File: src/rtl/alu_arbiter_if.sv
`default_nettype none
// ============================================================================
// Module      : alu_arbiter_if
// Description : Request/response bundle between NREQ requesters and the ALU
//               arbiter. Each requester owns one 32-bit srcA/srcB slice and
//               one 4-bit ALUControl slice. All requesters share one result
//               and one flags bus, qualified per requester by resp_valid.
// Ports       : req_valid/req_ready     - per-requester operation handshake
//               req_srcA/req_srcB       - packed operands, 32 bits each
//               req_ctrl                - packed ALUControl, 4 bits each
//               resp_valid/resp_ready   - per-requester result handshake
//               resp_result/resp_flags  - shared registered result {N,Z,C,V}
//               modport master = requester side, slave = arbiter side
// Revision    : 1.0 - initial release
// ============================================================================
interface alu_arbiter_if #(
    parameter int NREQ = 2
);
    logic [NREQ-1:0]    req_valid;
    logic [NREQ-1:0]    req_ready;
    logic [32*NREQ-1:0] req_srcA;
    logic [32*NREQ-1:0] req_srcB;
    logic [4*NREQ-1:0]  req_ctrl;
    logic [NREQ-1:0]    resp_valid;
    logic [NREQ-1:0]    resp_ready;
    logic [31:0]        resp_result;
    logic [3:0]         resp_flags;

    modport master (
        output req_valid,
        output req_srcA,
        output req_srcB,
        output req_ctrl,
        output resp_ready,
        input  req_ready,
        input  resp_valid,
        input  resp_result,
        input  resp_flags
    );

    modport slave (
        input  req_valid,
        input  req_srcA,
        input  req_srcB,
        input  req_ctrl,
        input  resp_ready,
        output req_ready,
        output resp_valid,
        output resp_result,
        output resp_flags
    );
endinterface
`default_nettype wire

File: src/rtl/alu_arbiter.sv
`default_nettype none
// ============================================================================
// Module      : alu_arbiter
// Description : Shares one combinational integer ALU between NREQ requesters.
//               One requester is granted at a time, its operands are steered
//               to the ALU, and the ALU result and flags {N,Z,C,V} are
//               registered and held until that requester accepts them.
// Ports       : clk, rst          - clock, synchronous active-high reset
//               bus (slave)       - request/response bundle (alu_arbiter_if)
//               alu_srcA/srcB/ctrl- operands/ALUControl to the ALU
//               alu_result/flags  - combinational ALU outputs
//               busy              - high while a response is outstanding
// Config      : `define ALU_ARB_FIXED_PRIO_EN selects fixed priority (lowest
//               index wins); otherwise round-robin starting after the last
//               granted requester.
// Revision    : 1.0 - initial release
// ============================================================================
module alu_arbiter #(
    parameter int NREQ = 2,
    parameter int GW   = (NREQ > 2) ? $clog2(NREQ) : 1
) (
    input  wire logic        clk,
    input  wire logic        rst,
    alu_arbiter_if.slave     bus,
    output logic [31:0]      alu_srcA,
    output logic [31:0]      alu_srcB,
    output logic [3:0]       alu_ctrl,
    input  wire logic [31:0] alu_result,
    input  wire logic [3:0]  alu_flags,
    output logic             busy
);

    typedef enum logic [0:0] {
        ST_IDLE = 1'b0,
        ST_RESP = 1'b1
    } state_t;

    localparam logic [NREQ-1:0] ONEHOT_ZERO = {{(NREQ-1){1'b0}}, 1'b1};

    // ------------------------------------------------------------------------
    // Registers
    // ------------------------------------------------------------------------
    state_t          state_q,       state_d;
    logic [NREQ-1:0] resp_valid_q,  resp_valid_d;
    logic [31:0]     resp_result_q, resp_result_d;
    logic [3:0]      resp_flags_q,  resp_flags_d;
    logic [GW-1:0]   owner_q,       owner_d;
`ifndef ALU_ARB_FIXED_PRIO_EN
    logic [GW-1:0]   last_q,        last_d;
`endif

    // ------------------------------------------------------------------------
    // Combinational wires
    // ------------------------------------------------------------------------
    logic [31:0]     w_srcA_arr [NREQ];
    logic [31:0]     w_srcB_arr [NREQ];
    logic [3:0]      w_ctrl_arr [NREQ];
    logic            w_grant_found;
    logic [GW-1:0]   w_grant_idx;
    logic [NREQ-1:0] w_grant_onehot;
    logic [GW-1:0]   w_sel_idx;
    logic            w_alu_drive;
    logic [NREQ-1:0] w_req_ready;

    // Unpack the per-requester slices so they can be selected by index.
    genvar gi;
    generate
        for (gi = 0; gi < NREQ; gi++) begin : g_unpack
            assign w_srcA_arr[gi] = bus.req_srcA[32*gi +: 32];
            assign w_srcB_arr[gi] = bus.req_srcB[32*gi +: 32];
            assign w_ctrl_arr[gi] = bus.req_ctrl[4*gi +: 4];
        end
    endgenerate

    // ------------------------------------------------------------------------
    // Arbitration: cyclic search for the first valid requester, starting just
    // after the last winner (round-robin) or at index 0 (fixed priority).
    // ------------------------------------------------------------------------
    always_comb begin : p_arb
        int start;
        int idx;
        w_grant_found = 1'b0;
        w_grant_idx   = '0;
        idx           = 0;
`ifdef ALU_ARB_FIXED_PRIO_EN
        start = 0;
`else
        start = (int'(last_q) + 1) % NREQ;
`endif
        for (int k = 0; k < NREQ; k++) begin
            idx = (start + k) % NREQ;
            if (!w_grant_found && bus.req_valid[GW'(idx)]) begin
                w_grant_found = 1'b1;
                w_grant_idx   = GW'(idx);
            end
        end
    end

    assign w_grant_onehot = ONEHOT_ZERO << w_grant_idx;

    // ------------------------------------------------------------------------
    // FSM next state and outputs
    // ------------------------------------------------------------------------
    always_comb begin : p_fsm
        state_d       = state_q;
        resp_valid_d  = resp_valid_q;
        resp_result_d = resp_result_q;
        resp_flags_d  = resp_flags_q;
        owner_d       = owner_q;
`ifndef ALU_ARB_FIXED_PRIO_EN
        last_d        = last_q;
`endif
        w_req_ready   = '0;
        w_sel_idx     = owner_q;
        w_alu_drive   = 1'b0;
        busy          = 1'b0;

        case (state_q)
            ST_IDLE: begin
                w_sel_idx = w_grant_idx;
                // A found grant implies req_valid[g], so ready=1 here is a
                // completed handshake: capture the ALU output right away.
                if (w_grant_found) begin
                    w_alu_drive   = 1'b1;
                    w_req_ready   = w_grant_onehot;
                    resp_result_d = alu_result;
                    resp_flags_d  = alu_flags;
                    resp_valid_d  = w_grant_onehot;
                    owner_d       = w_grant_idx;
`ifndef ALU_ARB_FIXED_PRIO_EN
                    last_d        = w_grant_idx;
`endif
                    state_d       = ST_RESP;
                end
            end
            ST_RESP: begin
                busy        = 1'b1;
                // Keep the ALU pointed at the owner; its output is ignored.
                w_alu_drive = 1'b1;
                // Only the owner's resp_ready can retire the response.
                if (bus.resp_ready[owner_q]) begin
                    resp_valid_d = '0;
                    state_d      = ST_IDLE;
                end
            end
            default: begin
                state_d = ST_IDLE;
            end
        endcase
    end

    assign alu_srcA = w_alu_drive ? w_srcA_arr[w_sel_idx] : 32'd0;
    assign alu_srcB = w_alu_drive ? w_srcB_arr[w_sel_idx] : 32'd0;
    assign alu_ctrl = w_alu_drive ? w_ctrl_arr[w_sel_idx] : 4'b0000;

    assign bus.req_ready   = w_req_ready;
    assign bus.resp_valid  = resp_valid_q;
    assign bus.resp_result = resp_result_q;
    assign bus.resp_flags  = resp_flags_q;

    // ------------------------------------------------------------------------
    // State register
    // ------------------------------------------------------------------------
    always_ff @(posedge clk) begin
        if (rst) begin
            state_q       <= ST_IDLE;
            resp_valid_q  <= '0;
            resp_result_q <= '0;
            resp_flags_q  <= '0;
            owner_q       <= '0;
`ifndef ALU_ARB_FIXED_PRIO_EN
            // Pointing at the top index makes requester 0 first in line.
            last_q        <= GW'(NREQ - 1);
`endif
        end else begin
            state_q       <= state_d;
            resp_valid_q  <= resp_valid_d;
            resp_result_q <= resp_result_d;
            resp_flags_q  <= resp_flags_d;
            owner_q       <= owner_d;
`ifndef ALU_ARB_FIXED_PRIO_EN
            last_q        <= last_d;
`endif
        end
    end

endmodule
`default_nettype wire
File: src/flat_wrapper.sv
// flat-port wrapper written by rule: the top's interface ports become plain ports
module alu_arbiter_flat 
#(
    parameter int NREQ = 2,
    parameter int GW   = (NREQ > 2) ? $clog2(NREQ) : 1
)
  (clk, rst, alu_srcA, alu_srcB, alu_ctrl, alu_result, alu_flags, busy, bus_req_valid, bus_req_srcA, bus_req_srcB, bus_req_ctrl, bus_resp_ready, bus_req_ready, bus_resp_valid, bus_resp_result, bus_resp_flags);
  alu_arbiter_if #(.NREQ(NREQ)) bus_i ();
  input  wire logic clk;
  input  wire logic rst;
  output logic [31:0] alu_srcA;
  output logic [31:0] alu_srcB;
  output logic [3:0] alu_ctrl;
  input  wire logic [31:0] alu_result;
  input  wire logic [3:0] alu_flags;
  output logic busy;
  input wire logic [$bits(bus_i.req_valid)-1:0] bus_req_valid;
  input wire logic [$bits(bus_i.req_srcA)-1:0] bus_req_srcA;
  input wire logic [$bits(bus_i.req_srcB)-1:0] bus_req_srcB;
  input wire logic [$bits(bus_i.req_ctrl)-1:0] bus_req_ctrl;
  input wire logic [$bits(bus_i.resp_ready)-1:0] bus_resp_ready;
  output wire logic [$bits(bus_i.req_ready)-1:0] bus_req_ready;
  output wire logic [$bits(bus_i.resp_valid)-1:0] bus_resp_valid;
  output wire logic [$bits(bus_i.resp_result)-1:0] bus_resp_result;
  output wire logic [$bits(bus_i.resp_flags)-1:0] bus_resp_flags;
  assign bus_i.req_valid = bus_req_valid;
  assign bus_i.req_srcA = bus_req_srcA;
  assign bus_i.req_srcB = bus_req_srcB;
  assign bus_i.req_ctrl = bus_req_ctrl;
  assign bus_i.resp_ready = bus_resp_ready;
  assign bus_req_ready = bus_i.req_ready;
  assign bus_resp_valid = bus_i.resp_valid;
  assign bus_resp_result = bus_i.resp_result;
  assign bus_resp_flags = bus_i.resp_flags;
  alu_arbiter #(.NREQ(NREQ), .GW(GW)) u_core (.clk(clk), .rst(rst), .bus(bus_i), .alu_srcA(alu_srcA), .alu_srcB(alu_srcB), .alu_ctrl(alu_ctrl), .alu_result(alu_result), .alu_flags(alu_flags), .busy(busy));
endmodule
File: config.mk
export PLATFORM = sky130hd
export DESIGN_NAME = alu_arbiter_flat
export DESIGN_NICKNAME = d
export VERILOG_FILES = /design/src/rtl/alu_arbiter_if.sv /design/src/rtl/alu_arbiter.sv /design/src/flat_wrapper.sv
export SDC_FILE = /design/constraint.sdc
export NUM_CORES = 1
export LEC_CHECK = 0
export BUFFER_PORTS_ARGS = -buffer_cell sky130_fd_sc_hd__buf_2
export CORE_ASPECT_RATIO = 0.6
export CORE_UTILIZATION = 30
export DETAILED_ROUTE_END_ITERATION = 10
export GPL_TIMING_DRIVEN = 0
export PLACE_DENSITY_LB_ADDON = 0.15
export SYNTH_ARGS = -nofsm -noshare
export SYNTH_HDL_FRONTEND = slang
export SYNTH_SLANG_ARGS = --single-unit
File: constraint.sdc
create_clock -name clk -period 1.3 [get_ports clk]
set_input_delay 0 -clock clk [delete_from_list [all_inputs] [get_ports clk]]
set_output_delay 0 -clock clk [all_outputs]
set_load 0.05 [all_outputs]
==> flow_summary.json <==
{
  "wire_per_inst_um": 17.3,
  "crit_path_max_incr_delay_ns": 0.34,
  "arrival_ns": 1.64,
  "layout_setup_ws_ns": -0.338,
  "crit_cells": 7,
  "start_util": 0.308,
  "drt_wl_total_um": 17200,
  "synth_seq_cells": 41,
  "synth_commonest_cells": "nand2_1, mux2i_1, mux2_2",
  "clock_latency_ns": 0.29,
  "grt_pass1_wl_um": 24500,
  "post-route-period-util": 1.26,
  "cts-buffers-inserted": 5,
  "async_reset_ff_frac": 0,
  "synth_compound_area_frac": 0.160,
  "yosysTopAreaCell": "dfxtp_1",
  "slew_viol_final": 0,
  "cts_tree": "done",
  "synth-adder-area-share": 0,
  "core_sq_um": 12100,
  "rsz0062_at_grt": "yes",
  "cts_buffer_depth": 2,
  "muxShareOfSynthArea": 0.390,
  "critical_path_required_ns": 1.30,
  "fmax_mhz": 611,
  "regArea_sq_um": 826,
  "violations": "setup timing",
  "slew_headroom": 0.502,
  "synth_top_cell_area_share": 0.220,
  "gp_congestion": 0.907,
  "remaining_drc_errors": 0,
  "num-fill-cells": 964,
  "finalHoldViolCount": 0,
  "cp_slowest_cell": "dfxtp_2",
  "synth_edf_count": 0,
  "finalPower_mw": 7.51,
  "hold_end": "u_core.bus.resp_valid[0]",
  "max-cap-violations": 0,
  "clock_skew_ns": 0.00585,
  "syn_avg_cell_area_sq_um": 7.70,
  "finalSetupViolations": 73,
  "firstDrtPassIters": 4,
  "critPathKind": "reg2out",
  "synth_xor_area_frac": 0,
  "ir_drop_mv": 0.515,
  "outcome": "complete, but fails checks",
  "min_period_ns": 1.64,
  "cpMostUsedCell": "buf_12",
  "hold_depth": 3,
  "r2r_slack_ns": -0.06,
  "worstReg2RegEnd": "u_core.bus.resp_valid[1]",
  "vias": 4897,
  "die_width_um": 146,
  "die_h_um": 88.4,
  "cellLeakagePower_nw": 3.67,
  "port_buffers": 285,
  "grt_max_degree": 14,
  "holdCritPathClass": "in2reg",
  "dp_hpwl_um": 11700,
  "synth-simple-area-share": 0.160,
  "synth_top_family_by_area": "multiplexers",
  "overflow": 0,
  "cp_num_buf_inv": 4,
  "ios": 287,
  "cts.sinks": 41,
  "synth.most_common_cell": "nand2_1",
  "worstPathMaxFanout": 7,
  "whs_ns": 0.0596,
  "netlist_area_sq_um": 3730,
  "end_kind": "primary output",
  "antenna_found_initial": 0,
  "synth.area.top_cells": "dfxtp_1, mux2_2, mux2i_1",
  "synth_nets": 663,
  "power_density_nw_per_um2": 906,
  "hold_path.startpoint": "rst",
  "netlist_instances": 485,
  "area_delta_synth_final_pct": 122,
  "cts.htree.levels": 2,
  "rr_worst_depth": 6,
  "reg2reg_from": "u_core.owner_q",
  "clk_pin_slew_ns": 0.06,
  "grt_usage": 0.236,
  "fp.dieArea_sq_um": 12900,
  "grt_pass1_vias": 4833,
  "synthFlopType": "dfxtp_1",
  "tightestPinTransition_ns": 0.747,
  "rows": 31,
  "viasPerCell": 4.91,
  "multi_input_area_sq_um": 4070,
  "layout-drive-gt1-share": 0.782,
  "cts-root-buf": "clkbuf_16",
  "antenna_left": 0,
  "synth.distinct_cells": 26,
  "path_cells": "buf_12, buf_12, buf_8, mux2_4, nand2_4, o21ai_4, buf_6",
  "yosys_warnings": 0,
  "fin_nets": 1009,
  "antenna-diode-count": 0,
  "start_kind": "flip-flop",
  "dr.first_iter.drc_count": 119,
  "yosysSeqAreaShare": 0.220,
  "crit_family": "buffers and inverters"
}
## what timing repair did
item                                    CTS  global route
setup buffers                            11             5
hold buffers                             36             0
resized for setup                       234           169
pin swaps                                26            11
gates cloned                              5             2
hold endpoints to repair                 36             0
endpoints found under the setup margin  103           110
## stage by stage
stage / TNS [ns] / setup slack (ns) / utilization / instance area, sq um / instances
final: -19.20 / -0.338 / 0.685 / 8300 / 997
after global routing: -23.95 / -0.388 / 0.685 / 8300 / 997
after global placement: -15.02 / -0.237 / 0.513 / 6210 / 935
after detailed placement: -16.95 / -0.264 / 0.513 / 6210 / 935
after floorplan: -1.41 / -0.0234 / - / 4580 / 485
after CTS: -24.91 / -0.363 / 0.631 / 7640 / 993
## worst max-delay path by stage
stage                               from      endpoint  slack [ns]
after floorplan           u_core.state_q   alu_srcA[0]       -0.02
after global placement     u_core.last_q   alu_ctrl[2]       -0.24
after detailed placement  u_core.owner_q  alu_srcA[23]       -0.26
after CTS                 u_core.owner_q   alu_srcA[1]       -0.36
after global routing       u_core.last_q  alu_srcB[24]       -0.39
final                     u_core.owner_q  alu_srcA[23]       -0.34
## area by class of cell
cell class,count,share of cell area
tap,165,0.0249
clock buffer,6,0.0167
inverter,4,0.00181
sequential,41,0.0995
clock inverter,2,0.00452
timing repair buffer,341,0.298
multi-input combinational,396,0.490
buffer,42,0.0638
## kinds of logic after synthesis
group                  count (synthesis)
DFF                                   41
AOI/OAI and AO/OA                    109
buffers and inverters                 49
muxes                                137
and+or+nand+nor                      149
## state kept, by name, summed over array words and instances (netlist names)
| signal | cells |
|---|---|
| u_core.bus.resp_flags | 4 |
| u_core.bus.resp_result | 32 |
| u_core.bus.resp_valid | 2 |
| u_core.last_q | 1 |
| u_core.owner_q | 1 |
| u_core.state_q | 1 |
## power breakdown
part	internal, mW	leakage [nW]	switching (mW)
clock	0.958	0.0831	0.517
combinational	1.92	3.25	2.71
sequential	1.34	0.338	0.0651
total	4.22	3.67	3.29
## routing by layer
metal,global-route usage,routed length [um],up-vias
li1,-,-,2376
met3,0.0546,1030,14
met1,0.292,7350,2334
met2,0.427,8680,173
met5,0,0,-
met4,0.0464,153,0
## worst reg2reg max path, stage by stage (launching register included)
cell,delay [ns]
dfxtp_2,0.33
buf_12,0.15
buf_12,0.15
buf_6,0.12
mux2i_4,0.18
a31oi_2,0.21
o32ai_1,0.10
## cell usage in the layout (no fill, tap or decap), types with 2 or more instances in the layout
| master | count |
|---|---|
| mux2i_4 | 7 |
| nand2b_4 | 2 |
| o21ai_4 | 68 |
| mux2i_2 | 46 |
| a21oi_2 | 25 |
| clkbuf_16 | 6 |
| buf_6 | 71 |
| inv_1 | 4 |
| buf_8 | 13 |
| buf_4 | 20 |
| a21oi_1 | 12 |
| dlygate4sd3_1 | 36 |
| buf_16 | 3 |
| mux2_4 | 14 |
| clkbuf_1 | 3 |
| clkbuf_2 | 4 |
| nand2_4 | 15 |
| dfxtp_1 | 39 |
| mux2_2 | 54 |
| buf_2 | 218 |
| nand2_1 | 66 |
| nand2_2 | 61 |
| mux2i_1 | 16 |
| buf_12 | 13 |
(Power assumes the default switching activity.)
